--- src/rtl/serial_paralelo_pkg.sv ---
// Shared constants, state encoding and helpers for the serial-to-parallel comma aligner.
// Optional statistics counter is enabled with SERIAL_PARALELO_STATS_EN.
package serial_paralelo_pkg;

  localparam int unsigned CANTIDAD_BITS_DEF = 10;

  // K28.5 in both running disparities, MSB first on the line
  localparam logic [9:0] K28_5_RDN = 10'b0011111010;
  localparam logic [9:0] K28_5_RDP = 10'b1100000101;

  typedef enum logic [1:0] {
    ST_HUNT   = 2'd0,
    ST_VERIFY = 2'd1,
    ST_LOCKED = 2'd2
  } sp_state_e;

  function automatic logic [7:0] sat_add8(input logic [7:0] a, input logic [1:0] inc);
    logic [8:0] s;
    s = {1'b0, a} + {7'd0, inc};
    return s[8] ? 8'hFF : s[7:0];
  endfunction

endpackage

--- src/rtl/serial_paralelo_if.sv ---
// Bus bundle for serial_paralelo: serial input side plus aligned parallel output side.
// cuenta_errores exists only when SERIAL_PARALELO_STATS_EN is defined.
interface serial_paralelo_if
  import serial_paralelo_pkg::*;
#(
  parameter int unsigned CANTIDAD_BITS = CANTIDAD_BITS_DEF
);

  logic                     enb;
  logic                     entrada;
  logic [CANTIDAD_BITS-1:0] salida;
  logic                     valido;
  logic                     bloqueado;
  logic                     coma;
`ifdef SERIAL_PARALELO_STATS_EN
  logic [7:0]               cuenta_errores;

  modport master (
    output enb, entrada,
    input  salida, valido, bloqueado, coma, cuenta_errores
  );

  modport slave (
    input  enb, entrada,
    output salida, valido, bloqueado, coma, cuenta_errores
  );
`else
  modport master (
    output enb, entrada,
    input  salida, valido, bloqueado, coma
  );

  modport slave (
    input  enb, entrada,
    output salida, valido, bloqueado, coma
  );
`endif

endinterface

--- src/rtl/serial_paralelo_detector_coma.sv ---
// Matches the current serial window against both K28.5 disparities.
module detector_coma
  import serial_paralelo_pkg::*;
#(
  parameter int unsigned W = CANTIDAD_BITS_DEF
) (
  input  logic [W-1:0] w,
  output logic         es_coma
);

  assign es_coma = (w == W'(K28_5_RDN)) || (w == W'(K28_5_RDP));

endmodule

--- src/rtl/serial_paralelo.sv ---
// Serial-to-parallel converter with K28.5 comma alignment and lock/loss hysteresis.
// Define SERIAL_PARALELO_STATS_EN to add the saturating cuenta_errores counter.
//
// state     | meaning
// ST_HUNT   | searching for a comma at any bit position
// ST_VERIFY | comma seen, counting consecutive boundary-aligned commas
// ST_LOCKED | aligned; every boundary emits a word, misaligned commas count toward loss
module serial_paralelo
  import serial_paralelo_pkg::*;
#(
  parameter int unsigned CANTIDAD_BITS = CANTIDAD_BITS_DEF,
  parameter int unsigned LOCK_COUNT    = 4,
  parameter int unsigned LOSS_COUNT    = 4
) (
  input  logic               clk,
  input  logic               rst,
  serial_paralelo_if.slave   bus
);

  localparam int unsigned CW = $clog2(CANTIDAD_BITS);
  localparam int unsigned GW = $clog2(LOCK_COUNT + 1);
  localparam int unsigned EW = $clog2(LOSS_COUNT + 1);

  sp_state_e                state_q, state_d;
  logic [CANTIDAD_BITS-2:0] sr_q, sr_d;
  logic [CW-1:0]            cnt_q, cnt_d;
  logic [GW-1:0]            good_q, good_d;
  logic [EW-1:0]            err_q, err_d;
  logic [CANTIDAD_BITS-1:0] salida_q, salida_d;
  logic                     valido_q, valido_d;
  logic                     coma_q, coma_d;
  logic                     bloqueado_q, bloqueado_d;
`ifdef SERIAL_PARALELO_STATS_EN
  logic [7:0]               cuenta_q, cuenta_d;
`endif

  logic [CANTIDAD_BITS-1:0] w;
  logic                     es_coma;
  logic                     at_bnd;
  logic [GW-1:0]            good_inc;
  logic [EW-1:0]            err_inc;

  assign w        = {sr_q, bus.entrada};
  assign at_bnd   = (cnt_q == CW'(CANTIDAD_BITS - 1));
  assign good_inc = (good_q == GW'(LOCK_COUNT)) ? good_q : good_q + GW'(1);
  assign err_inc  = (err_q == EW'(LOSS_COUNT)) ? err_q : err_q + EW'(1);

  detector_coma #(.W(CANTIDAD_BITS)) u_detector_coma (
    .w       (w),
    .es_coma (es_coma)
  );

  always_comb begin
    state_d  = state_q;
    sr_d     = sr_q;
    cnt_d    = cnt_q;
    good_d   = good_q;
    err_d    = err_q;
    salida_d = salida_q;
    valido_d = 1'b0;
    coma_d   = 1'b0;
`ifdef SERIAL_PARALELO_STATS_EN
    cuenta_d = cuenta_q;
`endif

    if (bus.enb) begin
      sr_d  = w[CANTIDAD_BITS-2:0];
      cnt_d = at_bnd ? '0 : cnt_q + CW'(1);

      unique case (state_q)
        ST_HUNT: begin
          if (es_coma) begin
            cnt_d   = '0;
            good_d  = GW'(1);
            state_d = ST_VERIFY;
          end
        end

        ST_VERIFY: begin
          if (at_bnd) begin
            if (es_coma) begin
              good_d = good_inc;
              if (good_inc == GW'(LOCK_COUNT)) begin
                state_d = ST_LOCKED;
                err_d   = '0;
              end
            end else begin
              good_d  = '0;
              state_d = ST_HUNT;
            end
          end else if (es_coma) begin
            // comma off the expected grid: restart verification on the new phase
            cnt_d  = '0;
            good_d = GW'(1);
          end
        end

        ST_LOCKED: begin
          if (at_bnd) begin
            salida_d = w;
            valido_d = 1'b1;
            coma_d   = es_coma;
            if (es_coma) err_d = '0;
          end else if (es_coma) begin
            if (err_inc == EW'(LOSS_COUNT)) begin
              state_d = ST_HUNT;
              good_d  = '0;
              err_d   = '0;
`ifdef SERIAL_PARALELO_STATS_EN
              cuenta_d = sat_add8(cuenta_q, 2'd2);
`endif
            end else begin
              err_d = err_inc;
`ifdef SERIAL_PARALELO_STATS_EN
              cuenta_d = sat_add8(cuenta_q, 2'd1);
`endif
            end
          end
        end

        default: begin
          state_d = ST_HUNT;
          good_d  = '0;
          err_d   = '0;
        end
      endcase
    end

    bloqueado_d = (state_d == ST_LOCKED);
  end

  always_ff @(posedge clk) begin
    if (rst) begin
      state_q     <= ST_HUNT;
      sr_q        <= '0;
      cnt_q       <= '0;
      good_q      <= '0;
      err_q       <= '0;
      salida_q    <= '0;
      valido_q    <= 1'b0;
      coma_q      <= 1'b0;
      bloqueado_q <= 1'b0;
`ifdef SERIAL_PARALELO_STATS_EN
      cuenta_q    <= '0;
`endif
    end else begin
      state_q     <= state_d;
      sr_q        <= sr_d;
      cnt_q       <= cnt_d;
      good_q      <= good_d;
      err_q       <= err_d;
      salida_q    <= salida_d;
      valido_q    <= valido_d;
      coma_q      <= coma_d;
      bloqueado_q <= bloqueado_d;
`ifdef SERIAL_PARALELO_STATS_EN
      cuenta_q    <= cuenta_d;
`endif
    end
  end

  assign bus.salida    = salida_q;
  assign bus.valido    = valido_q;
  assign bus.coma      = coma_q;
  assign bus.bloqueado = bloqueado_q;
`ifdef SERIAL_PARALELO_STATS_EN
  assign bus.cuenta_errores = cuenta_q;
`endif

endmodule

--- src/flat_wrapper.sv ---
// flat-port wrapper written by rule: the top's interface ports become plain ports
module serial_paralelo_flat import serial_paralelo_pkg::*;
#(
  parameter int unsigned CANTIDAD_BITS = CANTIDAD_BITS_DEF,
  parameter int unsigned LOCK_COUNT    = 4,
  parameter int unsigned LOSS_COUNT    = 4
)
  (clk, rst, bus_enb, bus_entrada, bus_salida, bus_valido, bus_bloqueado, bus_coma);
  serial_paralelo_if #(.CANTIDAD_BITS(CANTIDAD_BITS)) bus_i ();
  input  logic clk;
  input  logic rst;
  input wire logic [$bits(bus_i.enb)-1:0] bus_enb;
  input wire logic [$bits(bus_i.entrada)-1:0] bus_entrada;
  output wire logic [$bits(bus_i.salida)-1:0] bus_salida;
  output wire logic [$bits(bus_i.valido)-1:0] bus_valido;
  output wire logic [$bits(bus_i.bloqueado)-1:0] bus_bloqueado;
  output wire logic [$bits(bus_i.coma)-1:0] bus_coma;
  assign bus_i.enb = bus_enb;
  assign bus_i.entrada = bus_entrada;
  assign bus_salida = bus_i.salida;
  assign bus_valido = bus_i.valido;
  assign bus_bloqueado = bus_i.bloqueado;
  assign bus_coma = bus_i.coma;
  serial_paralelo #(.CANTIDAD_BITS(CANTIDAD_BITS), .LOCK_COUNT(LOCK_COUNT), .LOSS_COUNT(LOSS_COUNT)) u_core (.clk(clk), .rst(rst), .bus(bus_i));
endmodule
--- config.mk ---
export PLATFORM = sky130hd
export DESIGN_NAME = serial_paralelo_flat
export DESIGN_NICKNAME = d
export VERILOG_FILES = /design/src/rtl/serial_paralelo_pkg.sv /design/src/rtl/serial_paralelo_if.sv /design/src/rtl/serial_paralelo_detector_coma.sv /design/src/rtl/serial_paralelo.sv /design/src/flat_wrapper.sv
export SDC_FILE = /design/constraint.sdc
export NUM_CORES = 1
export LEC_CHECK = 0
export CAP_MARGIN = 25
export CORE_ASPECT_RATIO = 0.6
export CORE_MARGIN = 2
export CORE_UTILIZATION = 60
export DETAILED_ROUTE_END_ITERATION = 6
export PLACE_DENSITY_LB_ADDON = 0.1
export RECOVER_POWER = 100
export SETUP_SLACK_MARGIN = 0.2
export SYNTH_ARGS = -nofsm -noshare
export SYNTH_HDL_FRONTEND = slang
export SYNTH_SLANG_ARGS = --single-unit
--- constraint.sdc ---
create_clock -name clk -period 4 [get_ports clk]
set_clock_uncertainty 0.05 [all_clocks]
set_input_delay 0.8 -clock clk [delete_from_list [all_inputs] [get_ports clk]]
set_output_delay 0.8 -clock clk [all_outputs]
set_load 0.03 [all_outputs]
==> results of run 1 <==
## cells by family after synthesis
kind of cell / after synthesis / share of synthesized area
AOI/OAI and AO/OA: 37 / 0.152
DFF: 34 / 0.389
adders and majority gates: 6 / 0.0429
buffers and inverters: 20 / 0.0586
and+or+nand+nor: 78 / 0.243
muxes: 20 / 0.114
## cell usage after synthesis, types with 2 or more instances
| cell type | instances | share of area |
|---|---|---|
| ha_1 | 6 | 0.043 |
| nor2b_1 | 2 | 0.0071 |
| o211ai_1 | 2 | 0.0086 |
| clkbuf_8 | 2 | 0.016 |
| nor4_1 | 4 | 0.014 |
| or4_1 | 2 | 0.0086 |
| nand2_1 | 17 | 0.036 |
| o22ai_1 | 2 | 0.0071 |
| o21ai_0 | 7 | 0.020 |
| o32ai_1 | 2 | 0.010 |
| dfxtp_1 | 34 | 0.39 |
| nor2_1 | 25 | 0.054 |
| and3b_1 | 2 | 0.010 |
| nand4_1 | 2 | 0.0071 |
| nand3_1 | 4 | 0.011 |
| and3_1 | 3 | 0.011 |
| buf_1 | 3 | 0.0064 |
| nor3_1 | 4 | 0.011 |
| a21oi_1 | 9 | 0.026 |
| a211oi_1 | 2 | 0.0086 |
| clkbuf_1 | 4 | 0.0086 |
| inv_1 | 9 | 0.019 |
| a31oi_1 | 2 | 0.0071 |
| a32o_1 | 2 | 0.011 |
| mux2i_1 | 20 | 0.11 |
## registers in the layout, summed over array words and instances (netlist names)
signal and cells:
u_core.bus.salida 10, u_core.sr_q 9, u_core.cnt_q 4, u_core.err_q 3, u_core.good_q 3, u_core.state_q 2
u_core.bus.bloqueado 1, u_core.bus.coma 1, u_core.bus.valido 1
## cell type report
cell class / instances / area, µm²
multi-input combinational: 141 / 955
sequential: 34 / 681
tap: 34 / 42.5
clock buffer: 5 / 68.8
inverter: 9 / 33.8
timing repair buffer: 19 / 179
fill: 231 / 846
clock inverter: 2 / 10.0
## layer usage
layer,wire (µm),GRT usage,share of wire,up-vias
li1,-,-,-,731
met1,1890,0.377,0.50,679
met2,1540,0.346,0.40,64
met3,308,0.0819,0.081,10
met4,55,0.0945,0.014,0
met5,0,0,0,-
## final timing paths
kind | startpoint | endpoint | depth (start not counted)
worst max-delay path | bus_entrada | u_core.cnt_q[2] | 6
worst min-delay path | u_core.bus.salida[4] | u_core.bus.salida[4] | 2
worst max register to register | u_core.sr_q[7] | u_core.cnt_q[2] | 5
worst min register to register | u_core.bus.salida[4] | u_core.bus.salida[4] | 2
## power groups by stage
| stage | Combinational, mW | Sequential (mW) | Clock [mW] |
|---|---|---|---|
| 2_1_floorplan | 0.0281 | 0.354 | 0 |
| 3_3_place_gp | 0.0360 | 0.355 | 0 |
| 3_5_place_dp | 0.0373 | 0.355 | 0 |
| 4_1_cts | 0.0374 | 0.348 | 0.241 |
| 5_1_grt | 0.0398 | 0.348 | 0.254 |
| 6_report | 0.0360 | 0.348 | 0.240 |
## critical path: stages
cell           delay [ns]
dlygate4sd3_1        0.58
or4b_1               0.59
or4_1                0.48
a21oi_1              0.36
o21ai_0              0.12
a32o_1               0.26
## stage by stage
step / hold slack, ns / total power, mW / util / cell area [µm²]
after floorplan: 0.405 / 0.382 / - / 1750
after global placement: 0.422 / 0.391 / 0.679 / 1910
after detailed placement: 0.432 / 0.393 / 0.679 / 1910
after CTS: 0.445 / 0.626 / 0.707 / 1990
after global routing: 0.477 / 0.643 / 0.700 / 1970
final: 0.433 / 0.623 / 0.700 / 1970
==> results.json, run 1 <==
{
  "ys_async_sr_fraction": 0,
  "reg2reg_slack_ns": 1.68,
  "yosysSeqAreaShare": 0.389,
  "tns_ns": 0,
  "cts_buffers": 5,
  "min_period_ns": 3.06,
  "first_iter_violations": 207,
  "power.share.sequential": 0.557,
  "gp_congestion": 0.912,
  "row_count": 15,
  "yosys_warnings": 0,
  "postCtsSetupRepairBufs": 0,
  "syn-cell-area_um2": 1750,
  "finalSetupViolCount": 0,
  "hold_viol_final": 0,
  "die_area_um2": 3380,
  "cts_buffer_depth": 2,
  "grt_pass1_wl_mm": 6.34,
  "place_inst": 237,
  "nets": 220,
  "worstSkewPairLatency_ns": 0.28,
  "vias_per_cell": 6.08,
  "synth_edf_count": 0,
  "synth_seq_cells": 34,
  "drive_above_1_share": 0.0810,
  "initial_core_util": 0.622,
  "via_count": 1484,
  "fin_cells": 244,
  "drc": 0,
  "hpwl_mm": 2.78,
  "arrival_ns": 3.19,
  "routed_wl_mm": 3.80,
  "worst-slew-pin-transition_ns": 0.805,
  "boundaryPins": 17,
  "slew_headroom": 0.464,
  "netSwitchingFraction": 0.243,
  "max_clock_freq_mhz": 326,
  "ctsResizeCount": 0,
  "die_y_um": 45.8,
  "syn_avg_cell_area_um2": 8.98,
  "port_buffers": 16,
  "cts_root_buffer": "clkbuf_8",
  "synth_flop_cell": "dfxtp_1",
  "hold_class": "flip-flop to flip-flop",
  "antenna_found_initial": 0,
  "min_period_over_period": 0.766,
  "cts-htree-levels": 2,
  "grt_max_degree": 20,
  "grt-ovfl-total": 0,
  "cts_tree": "built",
  "synth_nets": 205,
  "grt_pass1_vias": 1328,
  "path_max_fanout": 5,
  "cellLeakagePower_nw": 0.770,
  "die_w_um": 73.7,
  "wl_per_cell_um": 15.6,
  "netlist_instances": 195,
  "power_frac_comb": 0.058,
  "dr.pass1.iters": 5,
  "p_int_mw": 0.472,
  "worstSetupPathType": "primary input to flip-flop",
  "end_kind": "flip-flop",
  "drtAntennaViolNets": 0,
  "final_common_cell": "dfxtp_1",
  "finalMaxSlewViolations": 0,
  "required_ns": 4.13,
  "numClockSinks": 34,
  "diodes": 0,
  "rsz0062_at_grt": "false",
  "cts_hold_buf": 0,
  "core_um2": 2820,
  "clk_pin_slew_ns": 0.07,
  "ir_worst_vdd_uv": 176,
  "netSwitchingPower_mw": 0.151,
  "status": "finished clean",
  "ys_types": 49,
  "syn_to_final_growth_pct": 12.5,
  "mostFrequentLayoutCells": "34 x dfxtp_1, 25 x nor2_1, 20 x mux2i_1, 17 x nand2_1, 15 x dlygate4sd3_1",
  "final.setup.worst_slack_ns": 0.935,
  "dp_slack_ns": 0.961,
  "power.share.clock": 0.385,
  "cap_viol_max_count": 0,
  "track_usage": 0.256,
  "power.density_nw_per_um2": 317,
  "cp-start-kind": "primary input"
}
Power figures use the tool's default switching activity.
==> run 2: changes to the inputs <==
Settings changed: CORE_UTILIZATION 60 to 50.
Clock period 4 ns to 2.8 ns, I/O delays scaled along.
==> run 2 against run 1 <==
  * Die area up 19%
  * Sequential power up 43%
  * Final cell count up 6.1%
  * Highest routed layer unchanged
==> results.json, run 2 (synthesis results as in run 1) <==
{
  "status": "finished clean",
  "drive_above_1_share": 0.0981,
  "dr.pass1.iters": 5,
  "cellLeakagePower_nw": 0.790,
  "p_int_mw": 0.707,
  "syn_to_final_growth_pct": 15.6,
  "min_period_ns": 2.57,
  "reg2reg_slack_ns": 0.49,
  "largest_register_ffs": 10,
  "power.share.sequential": 0.534,
  "postCtsSetupRepairBufs": 0,
  "boundaryPins": 17,
  "nets": 223,
  "ctsResizeCount": 0,
  "worst-slew-pin-transition_ns": 0.725,
  "final_common_cell": "dfxtp_1",
  "grt_pass1_vias": 1493,
  "via_count": 1490,
  "power.density_nw_per_um2": 460,
  "drc": 0,
  "row_count": 16,
  "track_usage": 0.229,
  "hold_depth": 2,
  "r2r-end": "u_core.good_q[0]",
  "antenna_found_initial": 0,
  "die_y_um": 49.8,
  "grt_max_degree": 31,
  "cts_tree": "built",
  "grt-ovfl-total": 0,
  "ff2ff_path_depth": 7,
  "cap_viol_max_count": 0,
  "grt_pass1_wl_mm": 7.02,
  "finalMaxSlewViolations": 0,
  "drtAntennaViolNets": 0,
  "routed_wl_mm": 3.98,
  "hold_viol_final": 0,
  "hold_start": "u_core.bus.salida[4]",
  "required_ns": 2.97,
  "rsz0062_at_grt": "false",
  "cts_hold_buf": 0,
  "cp-start-kind": "primary input",
  "path_max_fanout": 4,
  "cts_buffers": 5,
  "mostFrequentLayoutCells": "34 x dfxtp_1, 25 x nor2_1, 20 x mux2i_1, 17 x nand2_1, 14 x dlygate4sd3_1",
  "power_frac_comb": 0.057,
  "clk_pin_slew_ns": 0.07,
  "max_clock_freq_mhz": 390,
  "cts-htree-levels": 2,
  "fill_cells": 303,
  "netSwitchingFraction": 0.240,
  "slew_headroom": 0.516,
  "ir_worst_vdd_uv": 258,
  "holdPathEnd": "u_core.bus.salida[4]",
  "first_iter_violations": 99,
  "gp_congestion": 0.906,
  "netSwitchingPower_mw": 0.223,
  "die_w_um": 80.4,
  "diodes": 0,
  "finalSetupViolCount": 0,
  "worstSetupPathType": "primary input to flip-flop",
  "port_buffers": 16,
  "power.share.clock": 0.408,
  "vias_per_cell": 5.75,
  "arrival_ns": 2.73,
  "initial_core_util": 0.530,
  "cts_buffer_depth": 2,
  "min_period_over_period": 0.916,
  "end_kind": "flip-flop",
  "tns_ns": 0,
  "numClockSinks": 34,
  "core_um2": 3300,
  "worstSkewPairLatency_ns": 0.29,
  "r2r_start": "u_core.cnt_q[1]",
  "hold_class": "flip-flop to flip-flop",
  "die_area_um2": 4010,
  "wl_per_cell_um": 15.4,
  "power_mw": 0.931,
  "hpwl_mm": 2.81,
  "cts_root_buffer": "clkbuf_8"
}
-- run 2: area by class of cell --
type                    instances  area (µm²)  area share
clock inverters                 2        12.5     0.00618
repair buffers                 22         194      0.0959
inverters                       9        33.8      0.0167
well taps                      45        56.3      0.0278
multi-input cells             141         963       0.476
flip-flops and latches         34         681       0.336
clock buffers                   6        82.6      0.0408
-- run 2: worst max-delay path by stage --
stage | slack [ns] | end | cells after the start | start
after floorplan | 0.59 | u_core.cnt_q[2] | 5 | bus_entrada
after global placement | 0.09 | u_core.cnt_q[2] | 6 | bus_entrada
after detailed placement | 0.07 | u_core.cnt_q[2] | 6 | bus_entrada
after CTS | 0.36 | u_core.state_q[0] | 7 | bus_entrada
after global routing | 0.16 | u_core.state_q[0] | 7 | bus_entrada
final | 0.23 | u_core.state_q[0] | 7 | bus_entrada
-- run 2: layer usage --
| layer | vias to the layer above | GRT usage | wire (µm) | share of wire |
|---|---|---|---|---|
| li1 | 737 | - | - | - |
| met5 | - | 0 | 0 | 0 |
| met4 | 0 | 0.0763 | 26 | 0.0065 |
| met1 | 699 | 0.328 | 2050 | 0.52 |
| met3 | 4 | 0.0623 | 238 | 0.060 |
| met2 | 50 | 0.331 | 1660 | 0.42 |
-- run 2: power by group through the flow --
stage | sequential (mW) | combinational (mW) | clock, mW
detailed placement | 0.508 | 0.0544 | 0
floorplan | 0.506 | 0.0402 | 0
global route | 0.498 | 0.0589 | 0.408
finish | 0.497 | 0.0534 | 0.380
global placement | 0.508 | 0.0526 | 0
CTS | 0.497 | 0.0544 | 0.388
-- run 2: through the flow --
step                worst slack [ns]  utilization  std cells  cell area (µm²)  hold WS [ns]
global route                   0.160        0.613        259             2020         0.471
CTS                            0.364        0.619        259             2040         0.458
global placement              0.0893        0.590        251             1950         0.425
finish                         0.234        0.613        259             2020         0.444
floorplan                      0.593            -        195             1750         0.405
detailed placement            0.0704        0.590        251             1950         0.434
-- run 2: worst max-delay path, stage by stage --
cell	delay (ns)
clkdlybuf4s50_1	0.45
or4b_1	0.58
or4_1	0.48
a21oi_2	0.22
clkbuf_1	0.17
nand3_1	0.09
a21oi_1	0.18
